### config.mk
export PLATFORM = sky130hd
export DESIGN_NAME = bcd_serial_adder
export DESIGN_NICKNAME = d
export VERILOG_FILES = /design/src/rtl/bcd_serial_adder.sv
export SDC_FILE = /design/constraint.sdc
export NUM_CORES = 1
export LEC_CHECK = 0
export CORE_AREA = 4 4 81 83
export CTS_BUF_LIST = sky130_fd_sc_hd__clkbuf_4
export CTS_CLUSTER_DIAMETER = 80
export DETAILED_ROUTE_END_ITERATION = 10
export DIE_AREA = 0 0 85 87
export PLACE_DENSITY = 0.8
export SYNTH_ARGS = -nofsm -noshare
export SYNTH_HDL_FRONTEND = slang
export SYNTH_HIERARCHICAL = 1
export SYNTH_SLANG_ARGS = --single-unit
### constraint.sdc
create_clock -name clk -period 3.18 [get_ports clk]
set_input_delay 0.636 -clock clk [delete_from_list [all_inputs] [get_ports clk]]
set_output_delay 0.636 -clock clk [all_outputs]
set_load 0.05 [all_outputs]
### src/rtl/bcd_serial_adder.sv
// Digit-serial multi-digit BCD adder: one bcd_one digit adder is reused once per clock, LSD first.
// Optional operand validity checking is built when BCD_SERIAL_CHECK_EN is defined.

module bcd_one (
    input  logic [3:0] i_a,
    input  logic [3:0] i_b,
    input  logic       i_c,
    output logic [3:0] o_s,
    output logic       o_cn
);
    logic [4:0] w_bin;

    assign w_bin = {1'b0, i_a} + {1'b0, i_b} + {4'b0000, i_c};
    assign o_cn  = (w_bin > 5'd9);
    // Adding 6 skips the six unused codes so the low nibble wraps back into 0..9.
    assign o_s   = o_cn ? (w_bin[3:0] + 4'd6) : w_bin[3:0];
endmodule

module bcd_serial_adder #(
    parameter int DIGITS = 4
) (
    input  logic                clk,
    input  logic                rst,
    input  logic                start,
    input  logic [4*DIGITS-1:0] a,
    input  logic [4*DIGITS-1:0] b,
    input  logic                cin,
    output logic                busy,
    output logic                done,
    output logic [4*DIGITS-1:0] sum,
    output logic                cout,
    output logic                err
);
    localparam int W  = 4 * DIGITS;
    localparam int CW = (DIGITS > 1) ? $clog2(DIGITS) : 1;
    localparam logic [CW-1:0] CNT_LAST = CW'(DIGITS - 1);

    typedef enum logic [1:0] {
        S_IDLE,
        S_RUN,
        S_DONE
    } state_t;

    state_t          r_state;
    state_t          w_next_state;
    logic [W-1:0]    r_a_sh;
    logic [W-1:0]    r_b_sh;
    logic [W-1:0]    r_sum_sh;
    logic [W-1:0]    w_sum_sh_next;
    logic [CW-1:0]   r_cnt;
    logic            r_carry;
    logic [W-1:0]    r_sum;
    logic            r_cout;
    logic [3:0]      w_digit;
    logic            w_cn;
    logic            w_capture;
    logic            w_last;

    assign w_capture = (r_state == S_IDLE) && start;
    assign w_last    = (r_state == S_RUN) && (r_cnt == CNT_LAST);

    bcd_one u_bcd_one (
        .i_a  (r_a_sh[3:0]),
        .i_b  (r_b_sh[3:0]),
        .i_c  (r_carry),
        .o_s  (w_digit),
        .o_cn (w_cn)
    );

    // Each new digit enters at the top so digit 0 ends up in the low nibble after DIGITS shifts.
    generate
        if (DIGITS == 1) begin : g_one_digit
            assign w_sum_sh_next = w_digit;
        end else begin : g_multi_digit
            assign w_sum_sh_next = {w_digit, r_sum_sh[W-1:4]};
        end
    endgenerate

    // NOTE: sequential state uses non-blocking assignments so every flop samples pre-edge values.
    always_ff @(posedge clk) begin
        if (rst) begin
            r_state <= S_IDLE;
        end else begin
            r_state <= w_next_state;
        end
    end

    // NOTE: defaults are assigned first so no path through the case leaves a variable unassigned (no latch).
    always_comb begin
        w_next_state = r_state;
        case (r_state)
            S_IDLE:  if (start) w_next_state = S_RUN;
            S_RUN:   if (r_cnt == CNT_LAST) w_next_state = S_DONE;
            S_DONE:  w_next_state = S_IDLE;
            default: w_next_state = S_IDLE;
        endcase
    end

    // NOTE: these are plain registers, not a memory, so all of them are reset to a known value.
    always_ff @(posedge clk) begin
        if (rst) begin
            r_a_sh   <= '0;
            r_b_sh   <= '0;
            r_sum_sh <= '0;
            r_carry  <= 1'b0;
            r_cnt    <= '0;
            r_sum    <= '0;
            r_cout   <= 1'b0;
        end else if (w_capture) begin
            r_a_sh   <= a;
            r_b_sh   <= b;
            r_carry  <= cin;
            r_cnt    <= '0;
            r_sum_sh <= '0;
        end else if (r_state == S_RUN) begin
            r_a_sh   <= r_a_sh >> 4;
            r_b_sh   <= r_b_sh >> 4;
            r_sum_sh <= w_sum_sh_next;
            r_carry  <= w_cn;
            if (r_cnt != CNT_LAST) begin
                r_cnt <= r_cnt + 1'b1;
            end
            // Results are taken from the next-state values so the final digit is included.
            if (w_last) begin
                r_sum  <= w_sum_sh_next;
                r_cout <= w_cn;
            end
        end
    end

`ifdef BCD_SERIAL_CHECK_EN
    logic w_bad_in;
    logic r_bad;
    logic r_err;

    always_comb begin
        w_bad_in = 1'b0;
        for (int i = 0; i < DIGITS; i++) begin
            if ((a[4*i +: 4] > 4'd9) || (b[4*i +: 4] > 4'd9)) begin
                w_bad_in = 1'b1;
            end
        end
    end

    always_ff @(posedge clk) begin
        if (rst) begin
            r_bad <= 1'b0;
            r_err <= 1'b0;
        end else begin
            if (w_capture) begin
                r_bad <= w_bad_in;
            end
            if (w_last) begin
                r_err <= r_bad;
            end
        end
    end

    assign err = r_err;
`else
    assign err = 1'b0;
`endif

    assign busy = (r_state != S_IDLE);
    assign done = (r_state == S_DONE);
    assign sum  = r_sum;
    assign cout = r_cout;
endmodule

# [Word level (Yosys, flattened, before mapping)]
# Cells that the tools add are included.
[word_totals] reg_bits=70 in_bits=36 output_inout_bits=20 elab_cells=39
[op_classes] add_sub_neg=4 n_lt_le_gt_ge=1 n_eq_ne=6 mux=10 bitwise_logic=1 n_reduce_logical=9
[op_table] cell="$mux 16" n=4
[op_table] cell="$ne 2x2->1 const B" n=3
[op_table] cell="$add 4x4->5" n=1
[op_table] cell="$add 5x1->5" n=1
[op_table] cell="$gt 5x4->1 const B" n=1
[op_table] cell="$add 4x3->4 const B" n=1
[op_table] cell="$eq 2x2->1 const B" n=2
[op_table] cell="$mux 2" n=2
[op_table] cell="$mux 4" n=1
[op_table] cell="$pmux 2 s2" n=1
[op_table] cell="$reduce_and 2->1" n=2
[op_table] cell="$reduce_bool 2->1" n=2
[op_table] cell="$reduce_and 3->1" n=1
[op_table] cell="$add 2x1->2 const B" n=1
[op_table] cell="$eq 2x1->1 const B" n=1
[op_table] cell="$logic_and 1x1->1" n=2
[op_table] cell="$logic_not 2->1" n=1
[op_table] cell="$mux 1" n=2
[op_table] cell="$reduce_or 2->1" n=1
[op_table] cell="$not 1->1" n=1

# [Longest topological paths before layout]
# Gate-level depths: netlist of the first run.
[logic_depth] ltp_word=5 mapped_depth=9 depth_no_buf=9

# [Hierarchy]
# The synthesis of the first run kept the hierarchy.
[modules_own_cells] mod="bcd_serial_adder" n_inst=1 cells_per_inst=323 area_each_um2=2861.5 seq_area_each_um2=1321.3
[modules_own_cells] mod="bcd_one" n_inst=1 cells_per_inst=22 area_each_um2=211.5 seq_area_each_um2=0.0

# [Worst setup path before layout of the first run]
# Ideal clock, no wire load.
[synth_path] path_type="register -> register" startpoint="register r_a_sh[0]" endpoint="register r_sum[14], in the netlist sum[14]" setup_ns=0.070 t_arrival_ns=2.468 required_time_ns=3.110 slack_ns=0.642 path_stages_with_launch=10 n_path_buf=0 period_less_slack_ns=2.538 path_cell_list="dfxtp_1 fa_1 fa_1 xnor2_1 ha_1 a31o_1 o31ai_4 mux2i_1 nand2_1 a21oi_1"
[synth_via] elab_chain_cells=4 elab_cells_between_ends=5 classes_between="3 x add/sub; 1 x order compare; 1 x mux"
[synth_rtl] element="start, declared" line_no="46" source="logic [W-1:0] r_a_sh;"
[synth_rtl] element="start signal, assigned" line_no="116" source="r_a_sh <= r_a_sh >> 4;"
[synth_rtl] element="$add 4x4->5" line_no="13" source="assign w_bin = {1'b0, i_a} + {1'b0, i_b} + {4'b0000, i_c};"
[synth_rtl] element="$add 5x1->5" line_no="13"
[synth_rtl] element="$gt 5x4->1" line_no="14" source="assign o_cn = (w_bin > 5'd9);"
[synth_rtl] element="via w_cn" line_no="55" source="logic w_cn;"
[synth_rtl] element="$mux 4" line_no="16" source="assign o_s = o_cn ? (w_bin[3:0] + 4'd6) : w_bin[3:0];"
[synth_rtl] element="via w_digit[2]" line_no="54" source="logic [3:0] w_digit;"
[synth_rtl] element="end signal, assigned" line_no="125" source="r_sum <= w_sum_sh_next;"
[synth_rtl] element="end, declared" line_no="52" source="logic [W-1:0] r_sum;"
# The timed path passes the listed nets, and every way through them passes these cells.
# A chain may end at the register's enable or synchronous reset.

# [Worst setup path after layout of the first run]
[layout_path] startpoint="register r_a_sh[0]" endpoint="register r_sum_sh[14]"
[layout_via] elab_chain_cells=4 elab_cells_between_ends=5 classes_between="3 x add/sub; 1 x order compare; 1 x mux"
[layout_rtl] element="$add 4x4->5" line_no="13"
[layout_rtl] element="$add 5x1->5" line_no="13"
[layout_rtl] element="$gt 5x4->1" line_no="14"
[layout_rtl] element="via w_cn" line_no="55"
[layout_rtl] element="$mux 4" line_no="16"
[layout_rtl] element="via w_digit[2]" line_no="54"
[layout_rtl] element="end signal, assigned" line_no="118" source="r_sum_sh <= w_sum_sh_next;"
[layout_rtl] element="end, declared" line_no="48" source="logic [W-1:0] r_sum_sh;"
# The timed path passes the listed nets, and every way through them passes these cells.

==> results of run 1 <==
-- through the flow --
step                worst slack, ps  std cells  power (mW)  cell area, um2  util [%]
global route                    207        471        1.89            3700      63.2
global placement                510        455        1.25            3560      60.9
floorplan                       642        345        1.18            3070         -
finish                          329        471        1.80            3700      63.2
detailed placement              394        455        1.27            3560      60.9
CTS                             363        471        1.81            3700      63.2
-- worst max-delay path, stage by stage (launching register included) --
cell and delay (ps):
dfxtp_1 350, fa_1 480, fa_1 440, xnor2_1 190, ha_1 260, a31o_1 240, o31ai_4 350, mux2i_1 280
nand2_1 80, a21oi_1 120
-- power by group --
group          internal (mW)  switching, mW
clock                  0.238          0.309
sequential             0.870         0.0295
combinational          0.157          0.200
-- cells in the final DEF (no fill, tap or decap), types with 2 or more instances in the layout --
cell type and instances:
a211oi_1 14, a211oi_2 11, a21oi_1 56, buf_4 8, clkbuf_4 9, clkdlybuf4s50_1 53
clkinv_1 2, clkinv_2 2, dfxtp_1 66, fa_1 2, ha_1 5, inv_1 3
nand2_1 84, nand3_2 8, nor2_1 22, nor2_4 12, o22ai_1 6, o2bb2ai_1 4
xnor2_1 3
-- sequential cells by signal (all words and copies together) (netlist names) --
| name | count |
|---|---|
| r_cnt | 2 |
| cout | 1 |
| r_a_sh | 16 |
| r_b_sh | 16 |
| r_carry | 1 |
| r_sum_sh | 12 |
| r_state | 2 |
| sum | 16 |
-- kinds of logic after synthesis --
logic type / share of synthesized area [%]
xor gates and xnor gates: 0.855
and+or+nand+nor: 23.6
AOI/OAI and AO/OA: 21.7
buffers and inverters: 7.08
DFF: 43.0
muxes: 0.326
other: 0.122
adders and majority gates: 3.34
-- area by class of cell --
| type | instances | share of cell area [%] |
|---|---|---|
| Multi-Input combinational cell | 248 | 41.5 |
| Sequential cell | 66 | 35.7 |
| Timing Repair Buffer | 62 | 16.1 |
| Tap cell | 75 | 2.54 |
| Clock inverter | 7 | 1.86 |
| Clock buffer | 9 | 1.83 |
| Inverter | 4 | 0.406 |
-- cell usage after synthesis (all sizes together) (3+ instances only) --
cell,n,area [um2]
nand2,84,315
a211oi,25,243
buf,19,169
o22ai,6,37.5
nand3,9,85.1
xnor2,3,26.3
a21oi,57,289
nor2,34,218
clkbuf,8,33.8
dfxtp,66,1320
inv,3,11.3
o2bb2ai,4,35.0
ha,5,62.6
-- routing by layer --
| metal | global-route usage [%] | share of wire, % | vias up | routed length, um |
|---|---|---|---|---|
| met5 | 0 | 0 | - | 0 |
| met4 | 6.47 | 1.1 | 0 | 70 |
| met3 | 4.64 | 4.6 | 7 | 304 |
| met2 | 32.8 | 52 | 56 | 3420 |
| met1 | 22.5 | 43 | 1180 | 2820 |
| li1 | - | - | 1266 | - |
-- final timing paths --
check	endpoint	slack [ps]	cells past startpoint
max	r_sum_sh[14]	330	9
min	r_b_sh[4]	450	2
max reg2reg	r_sum_sh[14]	330	9
min reg2reg	r_b_sh[4]	450	2
==> run_results.csv, run 1 <==
group,metric,value,unit
run_status,status,"complete, no violations",
setup_path,crit_path_start,"r_a_sh[0]",
min_path,min_path_type,"reg2reg",
job,cap_violations,0,
die,die_x,85,um
routing,first_pass_iters,4,
timing,finalSetupTns,0,ps
timing,whs,455,ps
die,rows,28,
timing,hold_viol,0,
clocking,clk_path_buf_depth,2,
clocking,htreeDepth,3,
clocking,cts_root_buf,"clkbuf_4",
setup_path,rr_startpoint,"r_a_sh[0]",
clocking,clk_pin_slew,120,ps
setup_path,crit_path_end_kind,"flip-flop",
global_route,grt_antenna_before_repair,0,
clocking,numCtsBuffers,9,
setup_path,critPathRequiredTime,3520,ps
final_layout,fillerInstances,489,
routing,drtIter0Drc,115,
logic_synthesis,syn_avg_cell_area,8.91,um2
final_layout,regArea,1320,um2
final_layout,num_antenna_cells,0,
timing,worst_pin_slew,688,ps
global_route,grt_usage,18.8,%
logic_synthesis,synth-edff-count,0,
die,start_util,52.5,%
clocking,cts_setup_buffers,0,
logic_synthesis,synthesis.area,3070,um2
logic_synthesis,yosys_register_bits,66,
final_layout,final_nets,434,
routing,vias,2509,
timing,rsz0062_at_grt,"false",
timing,fmax,351,MHz
setup_path,cp_data_arrival_time,3190,ps
logic_synthesis,synth_fp_nets,388,
timing,fin_skew,14.2,ps
power,peakVddDrop,0.267,mV
global_route,grt-ovfl-total,0,
routing,wirelength,6620,um
final_layout,area_growth,20.4,%
clocking,clock_latency,410,ps
logic_synthesis,ys_warn_count,6,
routing,wl_per_cell,14.1,um
clocking,cts_tree,"yes",
logic_synthesis,synth_flop_cell,"dfxtp_1",
final_layout,multiInputGateArea,1540,um2
timing,post-route-min-period,2850,ps
setup_path,cp_max_fo,4,
die,die_h,87,um
logic_synthesis,ys_async_sr_fraction,0,%
die,ios,56,
timing,slew_violations,0,
global_route,grt_pass1_vias,2428,
global_route,grt_max_degree,31,
timing,fin_crit_sh,89.7,%
place,dp_hpwl,4730,um
setup_path,crit_path_start_kind,"flip-flop",
place,io_buffers,54,
routing,ant_nets,0,
routing,drcViolationCount,0,
clocking,cts.sinks,66,
die,die_area,7400,um2
clocking,cts_hold_buffers,0,
logic_synthesis,synth_seq_area_share,43.0,%
place,gp_congestion,0.932,
timing,max-slew-margin-rel,53.9,%
power,cellLeakagePower,1.28,nW
setup_path,worstSetupPathType,"reg2reg",
global_route,grt_pass1_wl,11100,um
logic_synthesis,syn_inst,345,
final_layout,drive_gt1_share,16.4,%
clocking,cts_resized,0,
die,design.core.area,5850,um2
logic_synthesis,synth.distinct_cells,41,
min_path,hp-start,"r_b_sh[8]",
power,power_density,488,nW/um2
routing,via_per_inst,5.33,
timing,setup_viol,0,
(Power assumes the default switching activity.)
==> run 2: changes to the inputs <==
==> config.mk (replaced) <==
export PLATFORM = sky130hd
export DESIGN_NAME = bcd_serial_adder
export DESIGN_NICKNAME = d
export VERILOG_FILES = /design/src/rtl/bcd_serial_adder.sv
export SDC_FILE = /design/constraint.sdc
export NUM_CORES = 1
export LEC_CHECK = 0
export CORE_AREA = 4 4 77 79
export CTS_BUF_LIST = sky130_fd_sc_hd__clkbuf_4
export CTS_CLUSTER_DIAMETER = 80
export DETAILED_ROUTE_END_ITERATION = 10
export DIE_AREA = 0 0 81 83
export PLACE_DENSITY = 0.81
export SETUP_SLACK_MARGIN = 0.05
export SYNTH_ARGS = -nofsm -noshare
export SYNTH_HDL_FRONTEND = slang
export SYNTH_SLANG_ARGS = --single-unit
==> run 2 against run 1 <==
  * Cell count shrank 3.4%
  * Clock skew about the same
  * Worst hold slack better by 3.6 ps
  * Worst setup slack improved by 110 ps
  * Global-route usage up 0.79 points
  * Final area is 6.4% lower
  * Critical endpoint is now r_sum_sh[13]
==> run_results.csv, run 2 <==
group,metric,value,unit
routing,via_per_inst,5.43,
die,die_x,81,um
global_route,grt_pass1_vias,2261,
final_layout,mostFrequentLayoutCell,"nand2_1",
die,design.core.area,5340,um2
setup_path,crit_path_end_kind,"flip-flop",
final_layout,instances_no_fill,455,
clocking,clk_path_buf_depth,2,
timing,rsz0062_at_grt,"false",
logic_synthesis,synth_top_area_share,48.1,%
timing,hold_viol,0,
routing,drtIter0Drc,157,
logic_synthesis,ys_top_cells_by_area,"dfxtp_1 48%, nand2_1 11%, a21oi_1 11%, a22oi_1 6.8%, clkbuf_1 2.3%",
place,io_buffers,54,
place,dp_hpwl,4290,um
min_path,min_path_type,"reg2reg",
logic_synthesis,yosysTopAreaCell,"dfxtp_1",
run_status,status,"complete, no violations",
final_layout,num_antenna_cells,0,
power,power_density,489,nW/um2
setup_path,cp_common_cell,"fa_1",
timing,post-route-min-period,2740,ps
clocking,cts_hold_buffers,0,
clocking,clk_pin_slew,100,ps
global_route,grt_max_degree,40,
final_layout,utilization,64.9,%
clocking,clock_latency,410,ps
setup_path,slowest_stage,"fa_1",
place,placed_area,3330,um2
setup_path,cp_data_arrival_time,3070,ps
clocking,cts.sinks,66,
setup_path,worstSetupPathType,"reg2reg",
clocking,cts_tree,"yes",
clocking,cts_resized,0,
timing,setup_viol,0,
die,die_h,83,um
die,rows,27,
logic_synthesis,synth_seq_area_share,48.1,%
timing,max-slew-margin-rel,34.4,%
global_route,grt_antenna_before_repair,0,
place,gp_congestion,0.858,
routing,ant_nets,0,
timing,worst_pin_slew,980,ps
setup_path,crit_path_cell_trace,"fa_1 -> fa_1 -> inv_1 -> ha_1 -> a31oi_4 -> nand3_2 -> or3_1 -> a31oi_2",
global_route,grt-ovfl-total,0,
die,die_area,6720,um2
setup_path,cp_max_fo,6,
logic_synthesis,synth.distinct_cells,40,
logic_synthesis,syn_avg_cell_area,8.29,um2
die,ios,56,
final_layout,area_growth,26.1,%
clocking,numCtsBuffers,9,
logic_synthesis,syn_inst,331,
die,start_util,51.4,%
final_layout,drive_gt1_share,8.62,%
timing,finalSetupTns,0,ps
timing,fmax,365,MHz
logic_synthesis,yosysMostFrequentCell,"nand2_1",
power,p_total,1.69,mW
clocking,htreeDepth,3,
logic_synthesis,ys_warn_count,0,
power,peakVddDrop,0.277,mV
logic_synthesis,synthTopCellsByCount,"83 x nand2_1, 66 x dfxtp_1, 61 x a21oi_1, 25 x a22oi_1, 17 x clkbuf_1",
logic_synthesis,synth_fp_nets,374,
final_layout,final_nets,422,
routing,wl_per_cell,13.5,um
setup_path,crit_path_start_kind,"flip-flop",
job,cap_violations,0,
timing,fin_skew,14.0,ps
place,place_inst,440,
logic_synthesis,synth-edff-count,0,
logic_synthesis,ys_async_sr_fraction,0,%
timing,slew_violations,0,
logic_synthesis,synth_flop_cell,"dfxtp_1",
global_route,grt_usage,19.6,%
routing,drcViolationCount,0,
setup_path,worst_path_largest_cell_delay,610,ps
routing,wirelength,6130,um
logic_synthesis,synthesis.area,2750,um2
global_route,grt_pass1_wl,10400,um
final_layout,finalInstanceArea,3460,um2
routing,vias,2470,
power,cellLeakagePower,1.21,nW
clocking,cts_setup_buffers,0,
timing,fin_crit_sh,86.1,%
logic_synthesis,yosys_register_bits,66,
final_layout,final_cell_mix,"83 x nand2_1, 66 x dfxtp_1, 61 x a21oi_1",
routing,first_pass_iters,5,
clocking,cts_root_buf,"clkbuf_4",
setup_path,critPathRequiredTime,3510,ps
run 2: cell families (layout without fill, tap and decap cells):
kind of cell | Yosys count | count (layout) | synth area share [%]
flip-flops | 66 | 66 | 48.1
AND/OR/NAND/NOR | 121 | 121 | 18.8
adder cells (fa/ha/maj) | 7 | 7 | 3.74
buffers and inverters | 28 | 80 | 4.10
XOR/XNOR | 2 | 2 | 0.912
AO/OA/AOI/OAI | 106 | 106 | 24.2
other | 1 | 1 | 0.137
run 2: through the flow:
stage               setup slack [ps]  hold slack, ps
floorplan                        656             432
global placement                 585             440
detailed placement               479             446
CTS                              439             460
global route                     309             471
finish                           442             458
run 2: per-layer routing:
layer	global-route usage (%)	share of wire [%]	up-vias
met5	0	0	-
met2	30.1	49	67
met1	24.7	44	1147
met3	5.21	5.2	8
met4	10.1	1.7	0
li1	-	-	1248
run 2: power breakdown:
part / switching [mW] / internal [mW] / total [mW]
combinational: 0.155 / 0.113 / 0.269
sequential: 0.0217 / 0.860 / 0.882
clock: 0.281 / 0.260 / 0.541
total: 0.458 / 1.23 / 1.69
run 2: worst paths after layout:
check / start / end / slack, ps / cells after the start
setup / recovery: r_a_sh[0] / r_sum_sh[13] / 440 / 8
hold / removal: sum[1] / sum[1] / 460 / 2
setup reg to reg: r_a_sh[0] / r_sum_sh[13] / 440 / 8
hold reg to reg: sum[1] / sum[1] / 460 / 2
run 2: critical path: cells and delay by family (launching register included):
family	cells	cell delay, ps
and+or+nand+nor	2	430
adders and majority gates	3	1360
AOI/OAI and AO/OA	2	390
DFF	1	340
buffers and inverters	1	150
run 2: final cells by class:
cell class	count	area, um2
Clock buffer	12	90.1
Clock inverter	3	41.3
Timing Repair Buffer	60	581
Tap cell	72	90.1
Inverter	5	18.8
Fill cell	517	1880
Sequential cell	66	1320
Multi-Input combinational cell	237	1320
